File: src/rtl/clock_reset_sequencer.sv
// Brings chained clock managers out of reset one stage at a time, waits for each
// to lock and settle, then releases the user-logic reset. Lock loss restarts the chain.
module clock_reset_sequencer #(
  parameter int Channels     = 2,
  parameter int HoldCycles   = 4,
  parameter int LockTimeout  = 4096,
  parameter int SettleCycles = 16,
  parameter int MaxRetries   = 3,
  localparam int CW = (Channels > 1) ? $clog2(Channels) : 1
) (
  input  logic                clock,
  input  logic                reset,
  input  logic [Channels-1:0] locked,
  output logic [Channels-1:0] cm_reset,
  output logic                sys_reset,
  output logic                ready,
  output logic                fault,
  output logic [CW-1:0]       fault_chan,
  output logic [CW-1:0]       stage,
  output logic [7:0]          loss_count
);

  localparam int TMAX0 = (HoldCycles > SettleCycles) ? HoldCycles : SettleCycles;
  localparam int TMAX  = (TMAX0 > LockTimeout) ? TMAX0 : LockTimeout;
  localparam int TW    = (TMAX > 1) ? $clog2(TMAX) : 1;
  localparam int RW    = (MaxRetries > 0) ? $clog2(MaxRetries + 1) : 1;

  localparam logic [TW-1:0] HOLD_LAST   = TW'(HoldCycles - 1);
  localparam logic [TW-1:0] TO_LAST     = TW'(LockTimeout - 1);
  localparam logic [TW-1:0] SETTLE_LAST = TW'(SettleCycles - 1);
  localparam logic [CW-1:0] LAST_CH     = CW'(Channels - 1);

  typedef enum logic [2:0] {HOLD, WAIT_LOCK, SETTLE, RUN, FAULT} state_e;

  state_e                state_q, state_d;
  logic [Channels-1:0]   sync1_q, lsync_q;
  logic [TW-1:0]         timer_q, timer_d;
  logic [RW-1:0]         retries_q, retries_d;
  logic [Channels-1:0]   cm_reset_q, cm_reset_d;
  logic                  sys_reset_q, sys_reset_d;
  logic                  ready_q, ready_d;
  logic                  fault_q, fault_d;
  logic [CW-1:0]         fault_chan_q, fault_chan_d;
  logic [CW-1:0]         stage_q, stage_d;
  logic [7:0]            loss_q, loss_d;
  logic                  casc;
  logic [CW-1:0]         casc_k;

  always_comb begin
    state_d      = state_q;
    timer_d      = timer_q;
    retries_d    = retries_q;
    cm_reset_d   = cm_reset_q;
    sys_reset_d  = sys_reset_q;
    ready_d      = ready_q;
    fault_d      = fault_q;
    fault_chan_d = fault_chan_q;
    stage_d      = stage_q;
    loss_d       = loss_q;

    // Lowest already-released channel that lost lock; in RUN every channel counts.
    casc   = 1'b0;
    casc_k = '0;
    for (int k = Channels - 1; k >= 0; k--) begin
      if (!lsync_q[k] && ((state_q == RUN) ||
          ((state_q == WAIT_LOCK || state_q == SETTLE) && k < int'(stage_q)))) begin
        casc   = 1'b1;
        casc_k = CW'(k);
      end
    end

    if (casc) begin
      for (int j = 0; j < Channels; j++) begin
        if (j >= int'(casc_k)) cm_reset_d[j] = 1'b0;
      end
      stage_d     = casc_k;
      retries_d   = '0;
      sys_reset_d = 1'b0;
      ready_d     = 1'b0;
      timer_d     = '0;
      state_d     = HOLD;
      if (state_q == RUN && loss_q != 8'hFF) loss_d = loss_q + 8'd1;
    end else begin
      unique case (state_q)
        HOLD: begin
          if (timer_q == HOLD_LAST) begin
            cm_reset_d[stage_q] = 1'b1;
            timer_d             = '0;
            state_d             = WAIT_LOCK;
          end else begin
            timer_d = timer_q + 1'b1;
          end
        end
        WAIT_LOCK: begin
          if (lsync_q[stage_q]) begin
            timer_d = '0;
            state_d = SETTLE;
          end else if (timer_q == TO_LAST) begin
            timer_d = '0;
            if (int'(retries_q) < MaxRetries) begin
              cm_reset_d[stage_q] = 1'b0;
              retries_d           = retries_q + 1'b1;
              state_d             = HOLD;
            end else begin
              for (int j = 0; j < Channels; j++) begin
                if (j >= int'(stage_q)) cm_reset_d[j] = 1'b0;
              end
              fault_d      = 1'b1;
              fault_chan_d = stage_q;
              sys_reset_d  = 1'b0;
              ready_d      = 1'b0;
              state_d      = FAULT;
            end
          end else begin
            timer_d = timer_q + 1'b1;
          end
        end
        SETTLE: begin
          if (!lsync_q[stage_q]) begin
            cm_reset_d[stage_q] = 1'b0;
            timer_d             = '0;
            state_d             = HOLD;
          end else if (timer_q == SETTLE_LAST) begin
            timer_d = '0;
            if (stage_q == LAST_CH) begin
              sys_reset_d = 1'b1;
              ready_d     = 1'b1;
              state_d     = RUN;
            end else begin
              stage_d   = stage_q + 1'b1;
              retries_d = '0;
              state_d   = HOLD;
            end
          end else begin
            timer_d = timer_q + 1'b1;
          end
        end
        RUN:     ;
        FAULT:   ;
        default: state_d = HOLD;
      endcase
    end
  end

  always_ff @(posedge clock or negedge reset) begin
    if (!reset) begin
      state_q      <= HOLD;
      sync1_q      <= '0;
      lsync_q      <= '0;
      timer_q      <= '0;
      retries_q    <= '0;
      cm_reset_q   <= '0;
      sys_reset_q  <= 1'b0;
      ready_q      <= 1'b0;
      fault_q      <= 1'b0;
      fault_chan_q <= '0;
      stage_q      <= '0;
      loss_q       <= '0;
    end else begin
      state_q      <= state_d;
      sync1_q      <= locked;
      lsync_q      <= sync1_q;
      timer_q      <= timer_d;
      retries_q    <= retries_d;
      cm_reset_q   <= cm_reset_d;
      sys_reset_q  <= sys_reset_d;
      ready_q      <= ready_d;
      fault_q      <= fault_d;
      fault_chan_q <= fault_chan_d;
      stage_q      <= stage_d;
      loss_q       <= loss_d;
    end
  end

  assign cm_reset   = cm_reset_q;
  assign sys_reset  = sys_reset_q;
  assign ready      = ready_q;
  assign fault      = fault_q;
  assign fault_chan = fault_chan_q;
  assign stage      = stage_q;
  assign loss_count = loss_q;

endmodule

File: config.mk
export PLATFORM = sky130hd
export DESIGN_NAME = clock_reset_sequencer
export DESIGN_NICKNAME = d
export VERILOG_FILES = /design/src/rtl/clock_reset_sequencer.sv
export SDC_FILE = /design/constraint.sdc
export NUM_CORES = 1
export LEC_CHECK = 0
export CORE_UTILIZATION = 30
export DETAILED_ROUTE_END_ITERATION = 8
export PLACE_DENSITY = 0.45
export SYNTH_ARGS = -nofsm -noshare
export SYNTH_HDL_FRONTEND = slang
export SYNTH_SLANG_ARGS = --single-unit
File: constraint.sdc
create_clock -name clock -period 2.8 [get_ports clock]
set_input_delay 0.56 -clock clock [delete_from_list [all_inputs] [get_ports clock]]
set_output_delay 0.56 -clock clock [all_outputs]
set_load 0.01 [all_outputs]
==> impl_metrics.csv, run 1 <==
group,metric,value,unit
finish,nets,251,
sta,clock.fmax,0.422,GHz
global_route,grt_pass1_wl,8630,µm
finish,stdcell_count,325,
sta,slew_headroom,45.1,%
yosys,syn-cell-area,2090,µm²
detailed_routing,drt_first_pass_iters,4,
placement,dpl.cell_count,317,
clock_network,cts_tree,"yes",
global_route,grt_pass1_vias,1671,
sta,final_max_slew_viol_count,0,
worst_setup_path,cp-end-kind,"register",
placement,portBuffers,18,
yosys,seq_area_frac_synth,41.8,%
finish,drive_above_1_share,12.7,%
detailed_routing,avgRoutedWirePerCell,15.6,µm
clock_network,cts.sinks,35,
finish,syn_to_final_growth,16.8,%
yosys,syn-mean-instance-area,9.34,µm²
worst_setup_path,arrival,2.53,ns
yosys,ys_seq_elements,35,
clock_network,ctsHoldBuffers,0,
floorplanning,io_pins,19,
yosys,synth_cell_type_count,56,
worst_setup_path,start_kind,"register",
floorplanning,core,6760,µm²
global_route,grt_max_degree,36,
sta,fin_setup_tns,0,ns
clock_network,h-tree-depth,2,
finish,n_antenna_cell,0,
detailed_routing,drc,0,
worst_setup_path,crit_type,"reg2reg",
yosys,syn_nets,231,
sta,fin_crit_sh,84.7,%
detailed_routing,vias_per_cell,5.43,
floorplanning,start_util,31.0,%
pwr,ir_drop,433,µV
pwr,p_int,1140,µW
clock_network,cts_buffer_depth,2,
floorplanning,rows,30,
clock_network,cts_resized,0,
floorplanning,fp.dieH,85.5,µm
detailed_routing,antenna_left,0,
yosys,ys.flop_type,"dfrtp_1",
hold_path,worstHoldPathType,"reg2reg",
sta,setup_viol,0,
global_route,gr-usage-all-layers,15.1,%
sta,period_minus_slack,2.37,ns
run_status,status,"finished, final reports clean",
floorplanning,die_width,85.5,µm
yosys,synth_cells,224,
floorplanning,die_area,7320,µm²
placement,place_hpwl,3580,µm
sta,rsz0062_at_grt,"false",
detailed_routing,routed_wl,5060,µm
pwr,p_seq_share,35.2,%
yosys,yosysWarnings,0,
yosys,async_reset_ff_share,100,%
clock_network,clock_latency,0.28,ns
clock_network,numCtsBuffers,5,
worst_setup_path,critPathRequiredTime,2.96,ns
sta,finalHoldViolCount,0,
yosys,synth-edff-count,0,
sta,skew,0.00472,ns
clock_network,cts.clk_slew.worst_paths,0.07,ns
global_route,antenna_found_initial,0,
worst_setup_path,slowest_stage,"or4_4",
worst_setup_path,max_stage_delay,0.58,ns
worst_setup_path,crit_fanout,10,
worst_setup_path,crit_chain,"ha_1 -> nand3_1 -> or4_4 -> a221o_1 -> nand3_2 -> o21ai_0",
pwr,power_frac_comb,45.4,%
pwr,clkPwrFrac,19.3,%
run,maxCapViolCount,0,
clock_network,postCtsSetupBuffers,0,
clock_network,cts-root-buf,"clkbuf_8",
detailed_routing,vias,1764,
detailed_routing,first_iter_violations,154,
global_route,overflow,0,
pwr,switching_power,768,µW
placement,place_congestion,0.759,
sta,worstMarginPinSlew,0.824,ns
pwr,switching_share,40.2,%
pwr,p_leak,0.00101,µW
pwr,pwr_density_cell,782,nW/µm²
pwr,power,1910,µW
## path summary, 6_finish.rpt
check,startpoint,end,slack [ns],cells after the start
max in group asynchronous,reset,timer_q[0],1.91,1
max,timer_q[0],timer_q[1],0.43,6
min,sync1_q[0],lsync_q[0],0.35,0
min reg2reg,sync1_q[0],lsync_q[0],0.35,0
max reg2reg,timer_q[0],timer_q[1],0.43,6
min in group asynchronous,reset,retries_q[1],0.36,1
## power by group through the flow
stage / combinational (µW) / clock [µW] / sequential [µW]
2_1_floorplan: 664 / 0 / 659
3_3_place_gp: 882 / 0 / 682
3_5_place_dp: 876 / 0 / 682
4_1_cts: 877 / 395 / 673
5_1_grt: 985 / 411 / 688
6_report: 869 / 370 / 674
## sequential cells by signal, summed over array words and instances (netlist names)
name        count
ready           1
cm_reset        2
fault_chan      1
sync1_q         2
state_q         3
lsync_q         2
loss_count      8
timer_q        12
fault           1
stage           1
retries_q       2
## stage by stage
stage / setup WS [ns] / hold WS (ns) / utilization [%] / cell area [µm²]
4_1_cts: 0.416 / 0.356 / 36.2 / 2440
5_1_grt: 0.228 / 0.363 / 36.2 / 2440
3_3_place_gp: 0.424 / 0.333 / 34.9 / 2360
2_1_floorplan: 0.653 / 0.264 / - / 2090
6_report: 0.430 / 0.353 / 36.2 / 2440
3_5_place_dp: 0.436 / 0.336 / 34.9 / 2360
## final cells by class
cell class | count | area, µm²
clock buffer | 5 | 68.8
multi-input combinational | 173 | 1140
timing repair buffer | 25 | 228
fill | 710 | 4310
clock inverter | 3 | 20.0
tap | 80 | 100
inverter | 4 | 15.0
sequential | 35 | 876
## per-layer routing
layer  routed length [µm]  track usage, %
met4                   29            4.55
met3                  162            2.98
met5                    0               0
met1                 2590            21.9
met2                 2280            22.8
## Yosys cell counts (all sizes together), types with 2 or more instances
cell type	number	area, µm²
dfrtp	35	876
nand2	29	109
nor2	16	60.1
nand3	13	70.1
o21ai	10	53.8
a21oi	7	35.0
buf	7	46.3
nand4	7	43.8
and3	6	37.5
mux2	6	71.3
nand2b	6	37.5
xnor2	6	52.6
clkbuf	5	18.8
nor3	5	25.0
o211ai	5	37.5
a211oi	4	42.5
inv	4	15.0
nor4	4	25.0
or4	4	33.8
ha	3	37.5
nor3b	3	22.5
or3	3	18.8
a41o	2	20.0
and4	2	17.5
and4bb	2	25.0
mux2i	2	20.0
nor2b	2	12.5
nor4b	2	17.5
o2111ai	2	17.5
o22ai	2	12.5
or2	2	12.5
xor2	2	17.5
## critical path: cells and delay by family, from the launching register on
kind,cells,cell delay [ns]
and+or+nand+nor,3,1.00
DFF,1,0.39
adders and majority gates,1,0.22
AOI/OAI and AO/OA,2,0.64
## logic make-up after synthesis
| logic type | after synthesis | share of synthesized area, % |
|---|---|---|
| AO/OA/AOI/OAI | 43 | 15.5 |
| multiplexers | 8 | 4.36 |
| adder cells (fa/ha/maj) | 3 | 1.79 |
| XOR/XNOR | 8 | 3.35 |
| AND/OR/NAND/NOR | 111 | 29.3 |
| flip-flops | 35 | 41.8 |
| buffers and inverters | 16 | 3.83 |
## cell usage in the layout (no fill, tap or decap), types with 4 or more instances in the layout
cell type         n
nor3_1            5
nor4_1            4
a21oi_1           7
inv_1             4
nor2_1           16
nand2b_1          6
xnor2_1           6
nand3_1          12
nand4_1           7
nand2_1          29
o21ai_0           8
o211ai_1          5
buf_4             7
clkdlybuf4s50_1  17
clkbuf_8          5
dfrtp_1          35
and3_1            6
(Power assumes the default switching activity.)
==> run 2: changes to the inputs <==
PLACE_DENSITY = 0.47   (was 0.45)
clock period = 2.1 ns   (was 2.8 ns; I/O delays follow)
==> run 2 against run 1 <==
  * First-iteration DRC count fell by 24%
  * Clock skew rose by 0.0026 ns
  * Register-to-register slack got worse by 0.42 ns
  * Maximum frequency rose by 13%
  * Critical endpoint is now timer_q[2]
  * Largest cell class unchanged
==> impl_metrics.csv, run 2 (synthesis results as in run 1) <==
group,metric,value,unit
detailed_routing,antenna_left,0,
floorplanning,die_area,7320,µm²
clock_network,ctsHoldBuffers,0,
global_route,grt_max_degree,36,
sta,finalHoldViolCount,0,
sta,worstMarginPinSlew,0.795,ns
placement,place_area,2570,µm²
pwr,ir_drop,344,µV
finish,layout_commonest_cell,"buf_4",
finish,largest_reg_flops,12,
finish,largest-register,"timer_q",
worst_setup_path,start_kind,"register",
pwr,p_leak,0.00118,µW
floorplanning,rows,30,
worst_setup_path,max_stage_delay,0.50,ns
sta,period_minus_slack,2.09,ns
floorplanning,start_util,31.0,%
clock_network,clock_latency,0.29,ns
hold_path,worstHoldPathType,"in2async",
floorplanning,core,6760,µm²
detailed_routing,routed_wl,5470,µm
finish,syn_to_final_growth,33.2,%
global_route,antenna_found_initial,0,
sta,setup_viol,0,
detailed_routing,vias_per_cell,5.33,
global_route,grt_pass1_vias,1912,
floorplanning,io_pins,19,
clock_network,cts.sinks,35,
placement,portBuffers,18,
finish,drive_above_1_share,28.4,%
sta,slew_headroom,47.0,%
placement,dpl.cell_count,343,
floorplanning,fp.dieH,85.5,µm
worst_setup_path,worst-path-buf-inv,0,
worst_setup_path,reg2reg_slack,0.01,ns
finish,nets,281,
worst_setup_path,crit_chain,"ha_2 -> nand3_2 -> or4_4 -> a221o_2 -> a41o_1 -> o2bb2ai_1",
detailed_routing,vias,1891,
clock_network,cts-root-buf,"clkbuf_8",
finish,fin_area,2790,µm²
global_route,overflow,0,
clock_network,numCtsBuffers,5,
worst_setup_path,crit_type,"reg2reg",
global_route,grt_pass1_wl,9350,µm
worst_setup_path,r2r_start,"timer_q[1]",
worst_setup_path,arrival,2.27,ns
worst_setup_path,critPathRequiredTime,2.28,ns
sta,worst_slack,0.00985,ns
detailed_routing,drc,0,
finish,layout_common_cells,"buf_4, dfrtp_1, nand2_1",
floorplanning,die_width,85.5,µm
sta,clock.fmax,0.478,GHz
detailed_routing,drt_first_pass_iters,4,
placement,place_congestion,0.845,
sta,hold_slack,0.206,ns
detailed_routing,first_iter_violations,117,
sta,fin_crit_sh,99.5,%
finish,n_antenna_cell,0,
worst_setup_path,cp-end-kind,"register",
global_route,gr-usage-all-layers,16.0,%
pwr,pwr_density_cell,1110,nW/µm²
run_status,status,"finished, final reports clean",
clock_network,cts_tree,"yes",
clock_network,cts.clk_slew.worst_paths,0.09,ns
sta,rsz0062_at_grt,"true",
clock_network,cts_buffer_depth,2,
run,maxCapViolCount,0,
detailed_routing,avgRoutedWirePerCell,15.4,µm
clock_network,h-tree-depth,2,
finish,stdcell_count,355,
worst_setup_path,slowest_stage,"or4_4",
worst_setup_path,cpLargestDelayFamily,"compound AO/OA/AOI/OAI gates",
placement,place_hpwl,3960,µm
worst_setup_path,crit_fanout,5,
worst_setup_path,crit_start,"timer_q[1]",
finish,num-fill-cells,667,
sta,skew,0.00729,ns
sta,final_max_slew_viol_count,0,
pwr,power,3100,µW
placement,preCtsSetupSlack,-0.0294,ns
-- run 2: worst paths after layout --
kind	cells after the start	endpoint
hold reg to reg	0	lsync_q[1]
hold / removal	1	ready
min in group clock	0	lsync_q[1]
setup / recovery	6	timer_q[2]
max in group asynchronous	1	stage
setup reg to reg	6	timer_q[2]
-- run 2: report_power, final --
group,internal [µW],total [µW],switching (µW)
logic,785,1590,809
clock network,358,640,282
registers,785,865,80.1
total,1930,3100,1170
-- run 2: per-layer routing --
metal  track usage [%]  part of all wire, %  vias up
met5                 0                    0        -
met4              3.48                  1.2        0
met3              3.18                  3.4        7
met2              25.9                   44       32
met1              22.1                   51      922
li1                  -                    -      930
-- run 2: what timing repair did --
item | CTS | global route
buffers inserted | 2 | 2
pin swaps | 3 | 3
gates resized for setup | 2 | 16
setup endpoints to repair | 13 | 17
-- run 2: final cells by class --
class	count	area (µm²)	area share, %
timing repair buffer	55	473	17.0
inverter	4	15.0	0.539
clock buffer	5	68.8	2.47
sequential	35	880	31.6
clock inverter	3	46.3	1.66
tap	80	100	3.59
multi-input combinational	173	1200	43.2
-- run 2: through the flow --
stage / setup TNS [ns] / utilization [%]
2_1_floorplan: 0 / -
3_3_place_gp: 0 / 38.0
3_5_place_dp: -0.111 / 38.0
4_1_cts: -0.00821 / 40.1
5_1_grt: -0.144 / 41.3
6_report: 0 / 41.3
==> run 3: changes to the inputs <==
CELL_PAD_IN_SITES_DETAIL_PLACEMENT = 0   (was unset)
CELL_PAD_IN_SITES_GLOBAL_PLACEMENT = 1   (was unset)
CTS_CLUSTER_SIZE = 25   (was unset)
PLACE_DENSITY = 0.58   (was 0.47)
==> run 3 against run 2 <==
  * The flow now finishes with violations (setup timing)
  * Sequential share of layout area shrank 0.38 points
  * Via count shrank 0.42%
  * Setup slack lost 0.033 ns
  * Clock power shrank 18%
  * Register-to-register slack lost 0.03 ns
  * Wire length grew 5.2%
  * Power shrank 2.3%
  * Cell area grew 1.1%
  * Count of clock-buffer cells in the layout is the same
  * Combinational power grew 4%
  * Critical endpoint is now retries_q[0]
  * Largest power group unchanged
==> impl_metrics.csv, run 3 (synthesis results as in run 1) <==
group,metric,value,unit
hold_path,worstHoldPathType,"in2async",
detailed_routing,antenna_left,0,
pwr,p_int,1830,µW
clock_network,cts_tree,"yes",
run_status,violations,"setup timing",
placement,portBuffers,18,
run,maxCapViolCount,0,
worst_setup_path,crit_fanout,3,
finish,n_antenna_cell,0,
sta,slew_headroom,48.5,%
worst_setup_path,cp-end-kind,"register",
pwr,power_frac_comb,54.4,%
worst_setup_path,crit_chain,"mux2_4 -> or4b_4 -> a211oi_4 -> o21ai_2 -> mux2_4",
sta,period_minus_slack,2.12,ns
floorplanning,core,6760,µm²
finish,fin_area,2820,µm²
worst_setup_path,r2r-end,"retries_q[0]",
worst_setup_path,critPathRequiredTime,2.29,ns
global_route,grt_pass1_vias,1791,
floorplanning,rows,30,
floorplanning,die_area,7320,µm²
sta,clock.fmax,0.471,GHz
sta,worstMarginPinSlew,0.773,ns
floorplanning,io_pins,19,
pwr,p_seq_share,28.3,%
worst_setup_path,reg2reg_slack,-0.02,ns
placement,place_congestion,0.869,
finish,drive_above_1_share,29.4,%
pwr,switching_share,39.5,%
global_route,overflow,0,
clock_network,cts.clk_slew.worst_paths,0.08,ns
pwr,clkPwrFrac,17.3,%
sta,rsz0062_at_grt,"true",
worst_setup_path,start_kind,"register",
sta,skew,0.00533,ns
detailed_routing,vias,1883,
sta,hold_slack,0.188,ns
finish,syn_to_final_growth,34.6,%
worst_setup_path,arrival,2.31,ns
global_route,grt_pass1_wl,9310,µm
clock_network,numCtsBuffers,5,
detailed_routing,first_iter_violations,101,
worst_setup_path,slowest_stage,"or4b_4",
detailed_routing,routed_wl,5760,µm
global_route,antenna_found_initial,0,
sta,worst_slack,-0.0229,ns
worst_setup_path,r2r_start,"stage",
worst_setup_path,crit_type,"reg2reg",
finish,largest_reg_flops,12,
floorplanning,start_util,31.0,%
placement,place_hpwl,4110,µm
finish,largest-register,"timer_q",
clock_network,h-tree-depth,2,
clock_network,ctsHoldBuffers,0,
floorplanning,die_width,85.5,µm
sta,finalHoldViolCount,0,
sta,fin_setup_tns,-0.0526,ns
finish,num-fill-cells,674,
detailed_routing,vias_per_cell,5.20,
pwr,switching_power,1200,µW
run_status,status,"finished with violations",
clock_network,cts-root-buf,"clkbuf_8",
detailed_routing,avgRoutedWirePerCell,15.9,µm
floorplanning,fp.dieH,85.5,µm
worst_setup_path,cp_common_cell,"mux2_4",
global_route,gr-usage-all-layers,16.6,%
finish,nets,288,
finish,layout_common_cells,"buf_4, dfrtp_1, nand2_1",
pwr,power,3030,µW
worst_setup_path,reg2reg_depth,5,
finish,final_core_util,41.7,%
pwr,pwr_density_cell,1070,nW/µm²
worst_setup_path,max_stage_delay,0.55,ns
clock_network,clock_latency,0.30,ns
clock_network,cts_buffer_depth,2,
clock_network,cts.sinks,35,
pwr,p_leak,0.00121,µW
sta,final_max_slew_viol_count,0,
finish,layout_commonest_cell,"buf_4",
sta,fin_crit_sh,101,%
placement,place_area,2620,µm²
global_route,grt_max_degree,34,
sta,setup_viol,3,
pwr,ir_drop,311,µV
detailed_routing,drt_first_pass_iters,4,
detailed_routing,drc,0,
-- run 3: metal layers --
| metal | vias to the layer above | wire (µm) | global-route usage [%] |
|---|---|---|---|
| li1 | 951 | - | - |
| met1 | 901 | 2950 | 23.6 |
| met2 | 25 | 2580 | 25.2 |
| met3 | 6 | 132 | 2.89 |
| met4 | 0 | 90 | 6.36 |
| met5 | - | 0 | 0 |
-- run 3: power groups by stage --
stage	Combinational [µW]	Sequential [µW]	Clock, µW
2_1_floorplan	887	881	0
3_3_place_gp	1440	864	0
3_5_place_dp	1440	869	0
4_1_cts	1470	857	552
5_1_grt	1790	867	576
6_report	1650	856	524
-- run 3: metrics by stage --
step / setup slack, ns / cells
after floorplan: 0.00833 / 224
after global placement: 0.0106 / 351
after detailed placement: -0.0507 / 351
after CTS: -0.0142 / 359
after global routing: -0.0630 / 362
final: -0.0229 / 362
-- run 3: final cells by class --
class	instances	area, µm²	area share, %
Timing Repair Buffer	62	513	18.2
Inverter	4	15.0	0.533
Tap cell	80	100	3.55
Clock buffer	5	68.8	2.44
Clock inverter	3	25.0	0.888
Multi-Input combinational cell	173	1220	43.2
Sequential cell	35	878	31.2
-- run 3: timing repair --
action / 4_1_cts / 5_1_grt
endpoints found under the setup margin: 13 / 17
cloned: 0 / 0
pin swaps: 1 / 6
buffers inserted: 0 / 3
gates resized for setup: 2 / 20
-- run 3: worst max path at each step --
stage / startpoint / to
2_1_floorplan: timer_q[0] / timer_q[2]
3_3_place_gp: timer_q[0] / timer_q[9]
3_5_place_dp: timer_q[1] / timer_q[10]
4_1_cts: stage / retries_q[0]
5_1_grt: stage / cm_reset[0]
6_report: stage / retries_q[0]
-- run 3: worst max-delay path, delay by kind of cell, from the launching register on --
family / cells / cell delay (ns)
AOI/OAI and AO/OA: 2 / 0.42
DFF: 1 / 0.42
muxes: 2 / 0.63
and+or+nand+nor: 1 / 0.55
